File: src/rtl/ram_arbiter.sv
// ---------------------------------------------------------------------------
// ram_arbiter
//
// Shares one command-word RAM port between an SPI slave and a local host.
// Every RAM access is a sequence of 10-bit command words {cmd[1:0], payload}:
//   00 write address, 01 write data, 10 read address, 11 read data.
// SPI always has priority. An SPI word is forwarded directly when the SPI
// side may use the RAM port. Otherwise it is parked in a one-entry buffer,
// and a word that finds that buffer full is dropped. A host access is
// granted only when no SPI word is pending. The host path issues the
// address and data words on consecutive cycles. For a host read it then
// waits, bounded by TIMEOUT_CYC, for the RAM to return data.
//
// Ports
//   clk           in   single clock, rising edge
//   rst_n         in   synchronous active-low reset
//   spi_rx_data   in   [9:8] cmd, [7:0] payload from SPI slave
//   spi_rx_valid  in   one-cycle strobe for spi_rx_data
//   spi_tx_data   out  RAM read data towards SPI slave
//   spi_tx_valid  out  strobe for spi_tx_data (held low while host reads)
//   host_req      in   host requests one RAM access
//   host_we       in   1 = write, 0 = read
//   host_addr     in   host address
//   host_wdata    in   host write data
//   host_gnt      out  one-cycle accept pulse (request latched that edge)
//   host_rdata    out  host read data
//   host_rvalid   out  one-cycle strobe for host_rdata
//   ram_din       out  command word to RAM
//   ram_rx_valid  out  strobe for ram_din
//   ram_dout      in   RAM read data
//   ram_tx_valid  in   strobe for ram_dout
//   err           out  sticky: [0] SPI word dropped, [1] host read timeout
// ---------------------------------------------------------------------------
module ram_arbiter #(
   parameter int TIMEOUT_CYC = 8
) (
   input  logic       clk,
   input  logic       rst_n,
   input  logic [9:0] spi_rx_data,
   input  logic       spi_rx_valid,
   output logic [7:0] spi_tx_data,
   output logic       spi_tx_valid,
   input  logic       host_req,
   input  logic       host_we,
   input  logic [7:0] host_addr,
   input  logic [7:0] host_wdata,
   output logic       host_gnt,
   output logic [7:0] host_rdata,
   output logic       host_rvalid,
   output logic [9:0] ram_din,
   output logic       ram_rx_valid,
   input  logic [7:0] ram_dout,
   input  logic       ram_tx_valid,
   output logic [1:0] err
);

   typedef enum logic [2:0] {
      IDLE,
      SPI_OWN,
      H_ADDR,
      H_DATA,
      H_WAIT
   } state_t;

   localparam logic [1:0] CMD_WADDR = 2'b00;
   localparam logic [1:0] CMD_WDATA = 2'b01;
   localparam logic [1:0] CMD_RADDR = 2'b10;
   localparam logic [1:0] CMD_RDATA = 2'b11;

   localparam int CNT_W = (TIMEOUT_CYC > 1) ? $clog2(TIMEOUT_CYC) : 1;
   localparam logic [CNT_W-1:0] CNT_LAST = CNT_W'(TIMEOUT_CYC - 1);

   state_t           state;
   logic             buf_valid;
   logic [9:0]       buf_data;
   logic             rd_pend;     // SPI_OWN: a cmd 11 went out, awaiting RAM data
   logic [CNT_W-1:0] tmo_cnt;
   logic             h_we;
   logic [7:0]       h_addr;
   logic [7:0]       h_wdata;

   // SPI may drive the RAM port only while no host transaction is underway.
   logic       spi_slot;
   logic       fwd;
   logic [9:0] fwd_word;
   logic [1:0] fwd_cmd;

   assign spi_slot = (state == IDLE) || (state == SPI_OWN);
   assign fwd      = spi_slot && (buf_valid || spi_rx_valid);
   // The buffered word is older, so it always goes out first.
   assign fwd_word = buf_valid ? buf_data : spi_rx_data;
   assign fwd_cmd  = fwd_word[9:8];

   // Read data is routed to SPI unless the host owns the outstanding read.
   assign spi_tx_data  = ram_dout;
   assign spi_tx_valid = ram_tx_valid && (state != H_WAIT);

   // NOTE: all state below is updated with non-blocking assignments, so every
   // branch reads the pre-edge values regardless of statement order.
   always_ff @(posedge clk) begin
      if (!rst_n) begin
         state        <= IDLE;
         // NOTE: the one-entry buffer is a plain register pair, so both the
         // flag and the data are cleared to keep reset state fully defined.
         buf_valid    <= 1'b0;
         buf_data     <= '0;
         rd_pend      <= 1'b0;
         tmo_cnt      <= '0;
         h_we         <= 1'b0;
         h_addr       <= '0;
         h_wdata      <= '0;
         ram_din      <= '0;
         ram_rx_valid <= 1'b0;
         host_gnt     <= 1'b0;
         host_rdata   <= '0;
         host_rvalid  <= 1'b0;
         err          <= '0;
      end else begin
         // Strobes default low; ram_din and host_rdata hold their last value.
         ram_rx_valid <= 1'b0;
         host_gnt     <= 1'b0;
         host_rvalid  <= 1'b0;

         // ---------------- SPI buffer ----------------
         if (fwd) begin
            if (buf_valid) begin
               // Buffer drains this cycle; a simultaneous arrival refills it.
               buf_valid <= spi_rx_valid;
               if (spi_rx_valid) begin
                  buf_data <= spi_rx_data;
               end
            end
         end else if (spi_rx_valid) begin
            if (!buf_valid) begin
               buf_valid <= 1'b1;
               buf_data  <= spi_rx_data;
            end else begin
               err[0] <= 1'b1;
            end
         end

         if (fwd) begin
            ram_din      <= fwd_word;
            ram_rx_valid <= 1'b1;
         end

         // ---------------- arbitration FSM ----------------
         case (state)
            IDLE: begin
               if (fwd) begin
                  // Address words open an SPI transaction; data words pass through.
                  if (fwd_cmd == CMD_WADDR || fwd_cmd == CMD_RADDR) begin
                     state   <= SPI_OWN;
                     rd_pend <= 1'b0;
                  end
               end else if (host_req) begin
                  host_gnt <= 1'b1;
                  h_we     <= host_we;
                  h_addr   <= host_addr;
                  h_wdata  <= host_wdata;
                  state    <= H_ADDR;
               end
            end

            SPI_OWN: begin
               if (fwd) begin
                  case (fwd_cmd)
                     CMD_WDATA: begin
                        state   <= IDLE;
                        rd_pend <= 1'b0;
                     end
                     CMD_RDATA: rd_pend <= 1'b1;
                     default:   rd_pend <= 1'b0;
                  endcase
               end else if (rd_pend && ram_tx_valid) begin
                  state   <= IDLE;
                  rd_pend <= 1'b0;
               end
            end

            H_ADDR: begin
               ram_din      <= {(h_we ? CMD_WADDR : CMD_RADDR), h_addr};
               ram_rx_valid <= 1'b1;
               state        <= H_DATA;
            end

            H_DATA: begin
               ram_rx_valid <= 1'b1;
               if (h_we) begin
                  ram_din <= {CMD_WDATA, h_wdata};
                  state   <= IDLE;
               end else begin
                  ram_din <= {CMD_RDATA, 8'h00};
                  tmo_cnt <= '0;
                  state   <= H_WAIT;
               end
            end

            H_WAIT: begin
               if (ram_tx_valid) begin
                  host_rdata  <= ram_dout;
                  host_rvalid <= 1'b1;
                  state       <= IDLE;
               end else if (tmo_cnt == CNT_LAST) begin
                  err[1] <= 1'b1;
                  state  <= IDLE;
               end else begin
                  tmo_cnt <= tmo_cnt + 1'b1;
               end
            end

            default: state <= IDLE;
         endcase
      end
   end

endmodule

File: config.mk
export PLATFORM = sky130hd
export DESIGN_NAME = ram_arbiter
export DESIGN_NICKNAME = d
export VERILOG_FILES = /design/src/rtl/ram_arbiter.sv
export SDC_FILE = /design/constraint.sdc
export NUM_CORES = 1
export LEC_CHECK = 0
export ABC_CLOCK_PERIOD_IN_PS = 3900
export CAP_MARGIN = 20
export CELL_PAD_IN_SITES_DETAIL_PLACEMENT = 1
export CELL_PAD_IN_SITES_GLOBAL_PLACEMENT = 2
export CORE_ASPECT_RATIO = 0.8
export CORE_MARGIN = 3
export CORE_UTILIZATION = 31
export CTS_BUF_LIST = sky130_fd_sc_hd__clkbuf_8
export DETAILED_ROUTE_END_ITERATION = 12
export GPL_TIMING_DRIVEN = 0
export HOLD_SLACK_MARGIN = 0.05
export PLACE_DENSITY_LB_ADDON = 0.25
export RECOVER_POWER = 50
export SYNTH_ARGS = -nofsm -noshare
export SYNTH_HDL_FRONTEND = slang
export SYNTH_SLANG_ARGS = --single-unit
File: constraint.sdc
create_clock -name clk -period 3.9 [get_ports clk]
set_clock_uncertainty 0.05 [all_clocks]
set_input_delay 0.585 -clock clk [delete_from_list [all_inputs] [get_ports clk]]
set_output_delay 0.585 -clock clk [all_outputs]
set_load 0.01 [all_outputs]
==> results of run 1 <==
## cell type report
type,instances,area [µm²],share of cell area
Timing Repair Buffer,71,711,0.197
Clock buffer,11,151,0.0420
Inverter,11,41.3,0.0115
Sequential cell,58,1160,0.322
Multi-Input combinational cell,200,1200,0.335
Clock inverter,3,40.0,0.0111
Tap cell,108,135,0.0375
Buffer,29,156,0.0434
## worst max-delay path: stages
cell and delay [ps]:
dlygate4sd3_1 730, and2_1 180, clkdlybuf4s50_1 530
## stage by stage
| step | instances | hold slack, ps | area [µm²] |
|---|---|---|---|
| 4_1_cts | 491 | 411 | 3630 |
| 5_1_grt | 491 | 420 | 3600 |
| 3_3_place_gp | 477 | 393 | 3430 |
| 3_5_place_dp | 477 | 399 | 3430 |
| 2_1_floorplan | 298 | 386 | 2590 |
| 6_report | 491 | 408 | 3600 |
## registers in the layout, summed over array words and instances, names as in the netlist
name	cells
rd_pend	1
buf_valid	1
state	3
host_rdata	8
host_gnt	1
h_wdata	8
ram_rx_valid	1
tmo_cnt	3
host_rvalid	1
err	2
buf_data	10
ram_din	10
h_we	1
h_addr	8
## where the power goes
part           switching [W]  total, W  internal [W]
clock               0.000231  0.000551      0.000321
sequential         0.0000464  0.000718      0.000672
combinational       0.000298  0.000564      0.000266
## worst paths after layout
path,depth (start not counted),end
max,3,spi_tx_valid
min,2,host_rdata[4]$_SDFFE_PN0P_
max reg2reg,7,h_addr[6]$_SDFFE_PN0P_
min reg2reg,2,host_rdata[4]$_SDFFE_PN0P_
## logic make-up (layout without fill, tap and decap cells)
family	Yosys count	count (layout)	share of synthesized area
DFF	58	58	0.449
adders and majority gates	3	3	0.0135
AOI/OAI and AO/OA	49	49	0.112
and+or+nand+nor	109	109	0.195
muxes	39	39	0.151
buffers and inverters	40	125	0.0802
## placed cells by master (no fill, tap or decap), drive strengths merged, types with 5 or more instances in the layout
master	count
nor2	39
clkdlybuf4s50	62
a31oi	5
dlygate4sd3	9
mux2i	39
buf	14
inv	11
clkbuf	26
nand3	11
a21oi	21
nand2	41
o211ai	10
o21ai	10
dfxtp	58
## routing by layer
metal,vias to the layer above,part of all wire,global-route usage
met4,0,0.0066,0.0482
li1,1168,-,-
met2,47,0.47,0.264
met5,-,0,0
met1,1098,0.48,0.216
met3,4,0.042,0.0501
==> flow_metrics.tcl, run 1 <==
set metrics [dict create \
    p_leak_nw 1.48 \
    yosys.area.top_type_share 0.449 \
    ys_seq_area_frac 0.449 \
    fmax_mhz 375 \
    io_buffers 71 \
    max-slew-margin-rel 0.569 \
    die_height_um 87.7 \
    nets 422 \
    drt-vias-per-instance 4.72 \
    grt_max_degree 11 \
    total_power_w 0.00183 \
    worstMarginPinSlew_ps 646 \
    first_global_vias 2427 \
    htreeDepth 3 \
    placementRows 29 \
    synth_area_leader_cell "dfxtp_1" \
    num_antenna_cells 0 \
    fin_crit_sh 0.684 \
    syn_nets 340 \
    fin_crit_ps 2670 \
    cts_hold_repair.buffers 0 \
    drtAntennaViolNets 0 \
    start_kind "input pin" \
    maxCapViolCount 0 \
    routed_wl_mm 7.28 \
    cp_data_arrival_time_ps 2030 \
    avgSynthCellArea_um2 8.69 \
    grt_pass1_wl_mm 12.1 \
    hold_start "host_rdata[4]$_SDFFE_PN0P_" \
    grt_antenna_before_repair 0 \
    firstDrtPassIters 4 \
    finalMaxSlewViolations 0 \
    drt_iter0_markers 70 \
    cts_buffers 9 \
    area_delta_synth_final_pct 39.1 \
    clk_latency_ps 330 \
    ys_seq_elements 58 \
    grt-ovfl-total 0 \
    io_pins 72 \
    post_cts_buffers 0 \
    ctsLongestPathBuffers 2 \
    post_cts_resized 0 \
    clkSinkCount 58 \
    vias 2317 \
    start_util 0.323 \
    endpoint_kind "output port" \
    coreArea_um2 8020 \
    p_per_area_nw_per_um2 509 \
    yosysUniqueCellTypes 34 \
    clkTransAtPathRegs_ps 70 \
    synth_area_um2 2590 \
    finalWorstSetupSlack_ps 1230 \
    ir_worst_vdd_v 0.000201 \
    cts_tree "done" \
    synth_flop_cell "dfxtp_1" \
    path_max_fanout 7 \
    gp_congestion 0.763 \
    post-place-ws_ps 1310 \
    drc_errors 0 \
    hold_path.class "reg2reg" \
    synth_edf_count 0 \
    setup_viol 0 \
    fill_cells 964 \
    ys_warn_count 0 \
    setup_tns_ps 0 \
    utilization 0.449 \
    rsz0062_at_grt "false" \
    r2r_setup_slack_ps 1830 \
    wl_per_cell_um 14.8 \
    hpwlAfterDp_mm 5.43 \
    criticalPathCategory "in2out" \
    grt_usage 0.165 \
    synthTopCellsByArea "dfxtp_1 (45%), mux2i_1 (15%), nand2_1 (5.9%)" \
    die_w_um 108 \
    final-hold-violation-count 0 \
    crit_required_ps 3260 \
    r2r_start "buf_valid$_SDFFE_PN0P_" \
    cts_root_buffer "clkbuf_8" \
    drive_above_1_share 0.0862 \
    die_area_um2 9490 \
    synth_common_cells "dfxtp_1 (58), nand2_1 (41), mux2i_1 (39), nor2_1 (36), a21oi_1 (21)" \
    synthMostInstantiatedCell "dfxtp_1" \
    async_reset_ff_frac 0 \
    status "completed" \
    syn_inst 298 \
    worst_setup_path_startpoint "ram_tx_valid" \
]
No activity file was read; power rests on OpenSTA's default activity.
==> run 2: changes to the inputs <==
--- a/config.mk
+++ b/config.mk
@@ -5,13 +5,13 @@
 export SDC_FILE = /design/constraint.sdc
 export NUM_CORES = 1
 export LEC_CHECK = 0
-export ABC_CLOCK_PERIOD_IN_PS = 3900
+export ABC_CLOCK_PERIOD_IN_PS = 2600
 export CAP_MARGIN = 20
 export CELL_PAD_IN_SITES_DETAIL_PLACEMENT = 1
 export CELL_PAD_IN_SITES_GLOBAL_PLACEMENT = 2
 export CORE_ASPECT_RATIO = 0.8
 export CORE_MARGIN = 3
-export CORE_UTILIZATION = 31
+export CORE_UTILIZATION = 29
 export CTS_BUF_LIST = sky130_fd_sc_hd__clkbuf_8
 export DETAILED_ROUTE_END_ITERATION = 12
 export GPL_TIMING_DRIVEN = 0
==> constraint.sdc (replaced) <==
create_clock -name clk -period 2.6 [get_ports clk]
set_clock_uncertainty 0.05 [all_clocks]
set_input_delay 0.39 -clock clk [delete_from_list [all_inputs] [get_ports clk]]
set_output_delay 0.39 -clock clk [all_outputs]
set_load 0.01 [all_outputs]
==> run 2 against run 1 <==
Against the previous run:
- power grew 45%
- worst setup slack lost 930 ps
- first-iteration DRC count grew 4.3%
- hold slack lost 3.9 ps
- combinational power grew 48%
- sequential power grew 49%
- flip-flop and latch count is the same
- critical path depth grew 1
- critical path type is now reg2out
- largest cell class unchanged
- largest power group unchanged
==> flow_metrics.tcl, run 2 (synthesized netlist as in run 1, its figures left out) <==
set metrics [dict create \
    status "completed" \
    fmax_mhz 436 \
    crit_required_ps 2160 \
    setup_tns_ps 0 \
    setup_viol 0 \
    io_buffers 71 \
    reg2reg_depth 7 \
    fin_crit_ps 2290 \
    coreArea_um2 8600 \
    clkSinkCount 58 \
    routed_wl_mm 7.23 \
    wl_per_cell_um 14.5 \
    grt_pass1_wl_mm 12.0 \
    post_cts_resized 0 \
    drt-vias-per-instance 4.53 \
    worst_setup_path_startpoint "state[2]$_SDFFE_PN0P_" \
    die_w_um 112 \
    ir_worst_vdd_v 0.000257 \
    cts_hold_repair.buffers 0 \
    area_delta_synth_final_pct 39.0 \
    first_global_vias 2335 \
    rsz0062_at_grt "false" \
    vias 2249 \
    drtAntennaViolNets 0 \
    rr_endpoint "h_addr[1]$_SDFFE_PN0P_" \
    num_antenna_cells 0 \
    cts_buffers 9 \
    nets 422 \
    start_util 0.301 \
    placementRows 30 \
    grt-ovfl-total 0 \
    cts_root_buffer "clkbuf_8" \
    fin_crit_sh 0.881 \
    drc_errors 0 \
    gp_congestion 0.740 \
    io_pins 72 \
    htreeDepth 3 \
    firstDrtPassIters 4 \
    p_per_area_nw_per_um2 737 \
    die_height_um 90.5 \
    die_area_um2 10100 \
    r2r_start "buf_valid$_SDFFE_PN0P_" \
    maxCapViolCount 0 \
    p_leak_nw 1.49 \
    ctsLongestPathBuffers 2 \
    utilization 0.419 \
    drive_above_1_share 0.0935 \
    worstMarginPinSlew_ps 647 \
    grt_antenna_before_repair 0 \
    max-slew-margin-rel 0.569 \
    final_common_cell "dfxtp_1" \
    final_cell_mix "dfxtp_1 (58), clkdlybuf4s50_1 (50), nand2_1 (41)" \
    endpoint_kind "output port" \
    finalMaxSlewViolations 0 \
    grt_usage 0.148 \
    cts_tree "done" \
    path_max_fanout 10 \
    start_kind "register" \
    grt_max_degree 12 \
    hold_path.class "reg2reg" \
    cp_data_arrival_time_ps 1850 \
    criticalPathCategory "reg2out" \
    final-hold-violation-count 0 \
    clkTransAtPathRegs_ps 70 \
    top_regs "buf_data (10), ram_din (10)" \
    drt_iter0_markers 73 \
    endpoint "spi_tx_valid" \
    post_cts_buffers 0 \
    clk_latency_ps 330 \
    hpwlAfterDp_mm 5.46 \
    r2r_setup_slack_ps 520 \
]
-- run 2: final cells by class --
type,instances,area [µm²]
Timing Repair Buffer,71,711
Tap cell,112,140
Sequential cell,58,1160
Clock inverter,6,42.5
Buffer,29,160
Clock buffer,10,138
Multi-Input combinational cell,200,1200
Inverter,11,41.3
Fill cell,1045,5000
-- run 2: critical path: stages (launching register included) --
cell	delay (ps)
dfxtp_1	330
buf_4	150
or3b_4	410
and2_1	170
clkdlybuf4s50_1	470
-- run 2: worst min path at each step --
stage,startpoint,end,slack [ps],depth (start not counted)
3_5_place_dp,host_rdata[6]$_SDFFE_PN0P_,host_rdata[6]$_SDFFE_PN0P_,400,2
5_1_grt,host_rdata[6]$_SDFFE_PN0P_,host_rdata[6]$_SDFFE_PN0P_,440,2
2_1_floorplan,tmo_cnt[1]$_SDFFE_PN0P_,tmo_cnt[1]$_SDFFE_PN0P_,390,2
3_3_place_gp,host_rdata[1]$_SDFFE_PN0P_,host_rdata[1]$_SDFFE_PN0P_,390,2
6_report,host_rdata[6]$_SDFFE_PN0P_,host_rdata[6]$_SDFFE_PN0P_,400,2
4_1_cts,host_rdata[6]$_SDFFE_PN0P_,host_rdata[6]$_SDFFE_PN0P_,410,2
-- run 2: per-layer routing --
layer  GRT usage  share of wire  routed length [µm]  vias to the layer above
li1            -              -                   -                     1167
met3      0.0449          0.040                 292                        7
met1       0.201           0.50                3630                     1035
met5           0              0                   0                        -
met2       0.226           0.45                3250                       40
met4      0.0426         0.0079                  57                        0
-- run 2: metrics by stage --
step | area, µm² | hold WS [ps] | power [W] | cells | setup slack, ps
2_1_floorplan | 2590 | 386 | 0.00163 | 298 | 1110
3_3_place_gp | 3440 | 393 | 0.00196 | 481 | 395
3_5_place_dp | 3440 | 400 | 0.00197 | 481 | 366
4_1_cts | 3620 | 412 | 0.00273 | 497 | 272
5_1_grt | 3600 | 443 | 0.00283 | 497 | 213
6_report | 3600 | 404 | 0.00265 | 497 | 309
-- run 2: report_power, final --
part           total, W  internal, W  switching, W
clock network  0.000743     0.000369      0.000374
logic          0.000833     0.000391      0.000442
registers       0.00107      0.00101     0.0000669
==> run 3: changes to the inputs <==
--- a/config.mk
+++ b/config.mk
@@ -6,13 +6,14 @@
 export NUM_CORES = 1
 export LEC_CHECK = 0
 export ABC_CLOCK_PERIOD_IN_PS = 2600
-export CAP_MARGIN = 20
+export CAP_MARGIN = 15
 export CELL_PAD_IN_SITES_DETAIL_PLACEMENT = 1
 export CELL_PAD_IN_SITES_GLOBAL_PLACEMENT = 2
 export CORE_ASPECT_RATIO = 0.8
 export CORE_MARGIN = 3
 export CORE_UTILIZATION = 29
 export CTS_BUF_LIST = sky130_fd_sc_hd__clkbuf_8
+export CTS_CLUSTER_SIZE = 24
 export DETAILED_ROUTE_END_ITERATION = 12
 export GPL_TIMING_DRIVEN = 0
 export HOLD_SLACK_MARGIN = 0.05
==> results of run 3 <==
Final layout, timing and power as in run 2 (identical DEF).
